$ cat src/rtl/nios2vga_dct_pkg.sv
// Shared constants and state encoding for the debug-trace packed-buffer unpacker.
package nios2vga_dct_pkg;

    localparam int SYM_W    = 2;
    localparam int MAX_SYMS = 15;
    localparam int CNT_W    = 4;
    localparam int BUF_W    = SYM_W * MAX_SYMS;
    localparam int TOTAL_W  = 16;

    typedef enum logic [1:0] {
        IDLE  = 2'd0,
        EMIT  = 2'd1,
        ENDED = 2'd2
    } dct_state_e;

endpackage

$ cat src/rtl/nios2vga_dct_shift.sv
// Holds one packed trace word and its remaining symbol count; shifts one symbol out per step.
module nios2vga_dct_shift
    import nios2vga_dct_pkg::*;
(
    input  logic               clk,
    input  logic               reset,
    input  logic               load,
    input  logic               shift,
    input  logic [BUF_W-1:0]   load_buf,
    input  logic [CNT_W-1:0]   load_cnt,
    output logic [SYM_W-1:0]   sym,
    output logic [CNT_W-1:0]   rem
);

    logic [BUF_W-1:0] sr;

    // Payload register carries no reset; rem alone says whether it is meaningful.
    always_ff @(posedge clk) begin
        if (load) begin
            sr <= load_buf;
        end else if (shift) begin
            sr <= sr >> SYM_W;
        end
    end

    always_ff @(posedge clk) begin
        if (reset) begin
            rem <= '0;
        end else if (load) begin
            rem <= load_cnt;
        end else if (shift) begin
            rem <= rem - CNT_W'(1);
        end
    end

    assign sym = sr[SYM_W-1:0];

endmodule

$ cat src/rtl/nios2vga_cpu_dct_unpacker.sv
// Unpacks a 30-bit debug-trace word into 2-bit symbols, one per output handshake,
// with a sticky end-of-trace flush that parks in ENDED once the last word drains.
module nios2vga_cpu_dct_unpacker
    import nios2vga_dct_pkg::*;
(
    input  logic                 clk,
    input  logic                 reset,
    input  logic [BUF_W-1:0]     dct_buffer,
    input  logic [CNT_W-1:0]     dct_count,
    input  logic                 in_valid,
    output logic                 in_ready,
    output logic [SYM_W-1:0]     out_symbol,
    output logic                 out_last,
    output logic                 out_valid,
    input  logic                 out_ready,
    input  logic                 test_ending,
    output logic                 test_has_ended,
    output logic [TOTAL_W-1:0]   sym_total
);

    dct_state_e         state, state_next;
    logic               ending_flag;
    logic               load, shift, hs_out;
    logic [CNT_W-1:0]   cnt_in;
    logic [CNT_W-1:0]   rem;
    logic [SYM_W-1:0]   sym;

    // Widened compare keeps the clamp meaningful for any CNT_W/MAX_SYMS pairing.
    assign cnt_in = ({1'b0, dct_count} > (CNT_W+1)'(MAX_SYMS)) ? CNT_W'(MAX_SYMS) : dct_count;

    nios2vga_dct_shift u_shift (
        .clk      (clk),
        .reset    (reset),
        .load     (load),
        .shift    (shift),
        .load_buf (dct_buffer),
        .load_cnt (cnt_in),
        .sym      (sym),
        .rem      (rem)
    );

    always_ff @(posedge clk) begin
        if (reset) begin
            state       <= IDLE;
            ending_flag <= 1'b0;
            sym_total   <= '0;
        end else begin
            state <= state_next;
            if (test_ending) begin
                ending_flag <= 1'b1;
            end
            if (hs_out) begin
                sym_total <= sym_total + TOTAL_W'(1);
            end
        end
    end

    always_comb begin
        state_next = state;
        load       = 1'b0;
        shift      = 1'b0;
        in_ready   = 1'b0;
        hs_out     = (state == EMIT) && out_ready;
        case (state)
            IDLE: begin
                in_ready = !ending_flag;
                if (ending_flag) begin
                    state_next = ENDED;
                end else if (in_valid && (cnt_in != '0)) begin
                    load       = 1'b1;
                    state_next = EMIT;
                end
            end
            EMIT: begin
                if (out_ready) begin
                    shift = 1'b1;
                    if (rem == CNT_W'(1)) begin
                        // Last symbol leaving: refill in the same cycle to avoid a bubble.
                        in_ready = !ending_flag;
                        if (!ending_flag && in_valid && (cnt_in != '0)) begin
                            load = 1'b1;
                        end else begin
                            state_next = ending_flag ? ENDED : IDLE;
                        end
                    end
                end
            end
            ENDED: begin
            end
            default: state_next = IDLE;
        endcase
    end

    assign out_valid      = (state == EMIT);
    assign out_last       = (state == EMIT) && (rem == CNT_W'(1));
    assign out_symbol     = (state == EMIT) ? sym : '0;
    assign test_has_ended = (state == ENDED);

endmodule

$ cat config.mk
export PLATFORM = sky130hd
export DESIGN_NAME = nios2vga_cpu_dct_unpacker
export DESIGN_NICKNAME = d
export VERILOG_FILES = /design/src/rtl/nios2vga_dct_pkg.sv /design/src/rtl/nios2vga_dct_shift.sv /design/src/rtl/nios2vga_cpu_dct_unpacker.sv
export SDC_FILE = /design/constraint.sdc
export NUM_CORES = 1
export LEC_CHECK = 0
export ABC_AREA = 1
export ABC_CLOCK_PERIOD_IN_PS = 4100
export BUFFER_PORTS_ARGS = -buffer_cell sky130_fd_sc_hd__buf_2
export CORE_MARGIN = 1.5
export CORE_UTILIZATION = 50
export CTS_CLUSTER_SIZE = 24
export DETAILED_ROUTE_END_ITERATION = 10
export PLACE_DENSITY = 0.73
export RECOVER_POWER = 50
export SLEW_MARGIN = 20
export SYNTH_ARGS = -nofsm -noshare
export SYNTH_HDL_FRONTEND = slang
export SYNTH_HIERARCHICAL = 1
export SYNTH_SLANG_ARGS = --single-unit
export TNS_END_PERCENT = 20
$ cat constraint.sdc
create_clock -name clk -period 4.1 [get_ports clk]
set_input_delay 0.82 -clock clk [delete_from_list [all_inputs] [get_ports clk]]
set_output_delay 0.82 -clock clk [all_outputs]
set_load 0.02 [all_outputs]
==> results.toml <==
[worst_setup_path]
worstPathRequired_ns = 4.16
start_kind = "primary input"
endpoint = "u_shift/sr[27]"
cp.arrival_ns = 2.66
crit_start = "out_ready"
r2r-end = "u_shift/sr[27]"
crit_type = "in -> reg"
rr_worst_depth = 8
crit_path_max_fanout = 30
cp-end-kind = "flip-flop"
r2r_slack_ns = 1.55
reg2reg_from = "state[0]"

[synthesis]
avgSynthCellArea_um2 = 8.14
synth.net_count = 355
ys_ff_latch = 53
ys_seq_area_share_pct = 53.3
syn_area_mm2 = 0.00255
ys_warn_count = 6
ys_types = 28
synthCells = 314

[die]
ios = 61
die_w_um = 74.5
die_h_um = 74.5
dieArea_mm2 = 0.00555
fp.coreArea_mm2 = 0.00482
num_rows = 25
start_util_pct = 53.0

[global_routing]
antenna_found_initial = 0
grt-ovfl-total = 0
grt_pass1_wl_um = 7740
grt_pass1_vias = 1843
grt_max_degree = 31
grt.total_usage_pct = 18.1

[sta]
slew_headroom_pct = 41.1
rsz0062_at_grt = "no"
fmax_ghz = 0.383
fin_crit_ns = 2.61
tns_ns = 0
fin_skew_ns = 0.00489
worst_pin_slew_ns = 0.883
setup_viol = 0
slew_violations = 0
finalCritPeriodShare_pct = 63.6
hold_viol_final = 0

[final_layout]
finalNetCount = 413
areaGrowthSynthToFinish_pct = 12.9
most-common-layout-cells = "nand2_1 (124), nor2_1 (37), buf_2 (36), inv_1 (32), edfxtp_1 (30)"
drive_above_1_share_pct = 13.4
mostFrequentLayoutCell = "nand2_1"
n_antenna_cell = 0
layout.cells.non_filler = 440

[placement]
place_congestion = 0.794
dp_cells = 432
dp_hpwl_um = 3390
port_buffers = 60

[clock_tree]
cts_max_path_buffers = 2
clk_latency_ns = 0.29
clockRootBuffer = "clkbuf_8"
cts_tree = "built"
clock-sinks = 53
clkTransAtPathRegs_ns = 0.09
cts_inserted_buffers = 5
cts_hold_buf = 0
cts-resized-gates = 0
cts_setup_buffers = 0
cts_htree_levels = 2

[power_and_ir_drop]
p_per_area_mw_per_mm2 = 367
power.leakage_nw = 1.31
irDropWorstVdd_mv = 0.241
power_mw = 1.06

[run]
drv_cap = 0

[drt]
drt_first_iter_violations = 105
wire_per_inst_um = 10.5
postRouteAntennaNets = 0
wirelength_um = 4620
routed_via_density = 4.64
drc = 0
firstDrtPassIters = 4
num_vias = 2042

[outcome]
status = "finished, final reports clean"

[min_path]
hp-class = "reg -> reg"
==> metrics by stage <==
step	util [%]	hold WS (ns)	setup WS (ns)	cell area [um2]
detailed placement	59.9	0.495	1.29	2880
global placement	59.9	0.477	1.35	2880
finish	59.9	0.517	1.49	2890
global route	59.9	0.545	1.20	2890
CTS	61.6	0.516	1.61	2970
floorplan	-	0.477	1.52	2550
==> cells in the mapped netlist (all sizes together) <==
library cell	number	area share (%)
nand2	124	18
nor2	38	7.2
inv	34	5.0
edfxtp	30	35
dfxtp	23	18
nand3	15	4.1
a21oi	13	2.5
buf	9	2.4
o21ai	7	1.4
nor3	5	0.98
nand4	4	0.98
clkbuf	2	0.29
ha	2	0.98
nor3b	2	0.78
xor2	2	0.69
a21boi	1	0.29
and3	1	0.25
nand3b	1	0.29
xnor2	1	0.34
==> worst max-delay path, stage by stage <==
cell and delay, ns:
buf_2 0.11, inv_1 0.05, nor3_1 0.12, nand2_1 0.07, nand2_1 0.07, and3_1 0.55
inv_1 0.59, nand2_1 0.20, nand2_1 0.07
==> sequential cells by signal, indices dropped and copies added (netlist names) <==
| signal | flops |
|---|---|
| ending_flag | 1 |
| state | 2 |
| sym_total | 16 |
| u_shift/rem | 4 |
| u_shift/sr | 30 |
==> cells by family after synthesis <==
logic type               after synthesis  share of synthesized area [%]
XOR/XNOR                               3                           1.03
adder cells (fa/ha/maj)                2                          0.979
AND/OR/NAND/NOR                      190                           32.8
AO/OA/AOI/OAI                         21                           4.21
flip-flops                            53                           53.3
buffers and inverters                 45                           7.74
==> final cells by class <==
cell class,count,area (um2)
fill,473,1930
timing repair buffer,62,285
tap,67,83.8
inverter,34,128
multi-input combinational,216,946
clock buffer,7,76.3
clock inverter,1,5.00
sequential,53,1360
==> worst min-delay path by stage <==
| stage | from | end | slack, ns | cells after the start |
|---|---|---|---|---|
| 2_1_floorplan | ending_flag | ending_flag | 0.48 | 2 |
| 3_3_place_gp | sym_total[3] | sym_total[3] | 0.48 | 1 |
| 3_5_place_dp | sym_total[15] | sym_total[15] | 0.49 | 2 |
| 4_1_cts | sym_total[15] | sym_total[15] | 0.52 | 2 |
| 5_1_grt | sym_total[7] | sym_total[7] | 0.55 | 2 |
| 6_report | u_shift/sr[12] | u_shift/sr[10] | 0.52 | 2 |
==> metal layers <==
layer / part of all wire [%] / up-vias / GRT usage (%)
li1: - / 1108 / -
met1: 49 / 897 / 22.6
met2: 47 / 35 / 31.3
met3: 3.3 / 2 / 4.20
met4: 0.48 / 0 / 5.45
met5: 0 / - / 0
==> report_power, final <==
part / leakage (nW) / switching [mW] / total [mW] / internal, mW
clock: 0.0422 / 0.153 / 0.273 / 0.120
combinational: 0.800 / 0.0974 / 0.150 / 0.0522
sequential: 0.471 / 0.0168 / 0.636 / 0.619
total: 1.31 / 0.267 / 1.06 / 0.791
Note: power is estimated with default switching activity, not from simulation.
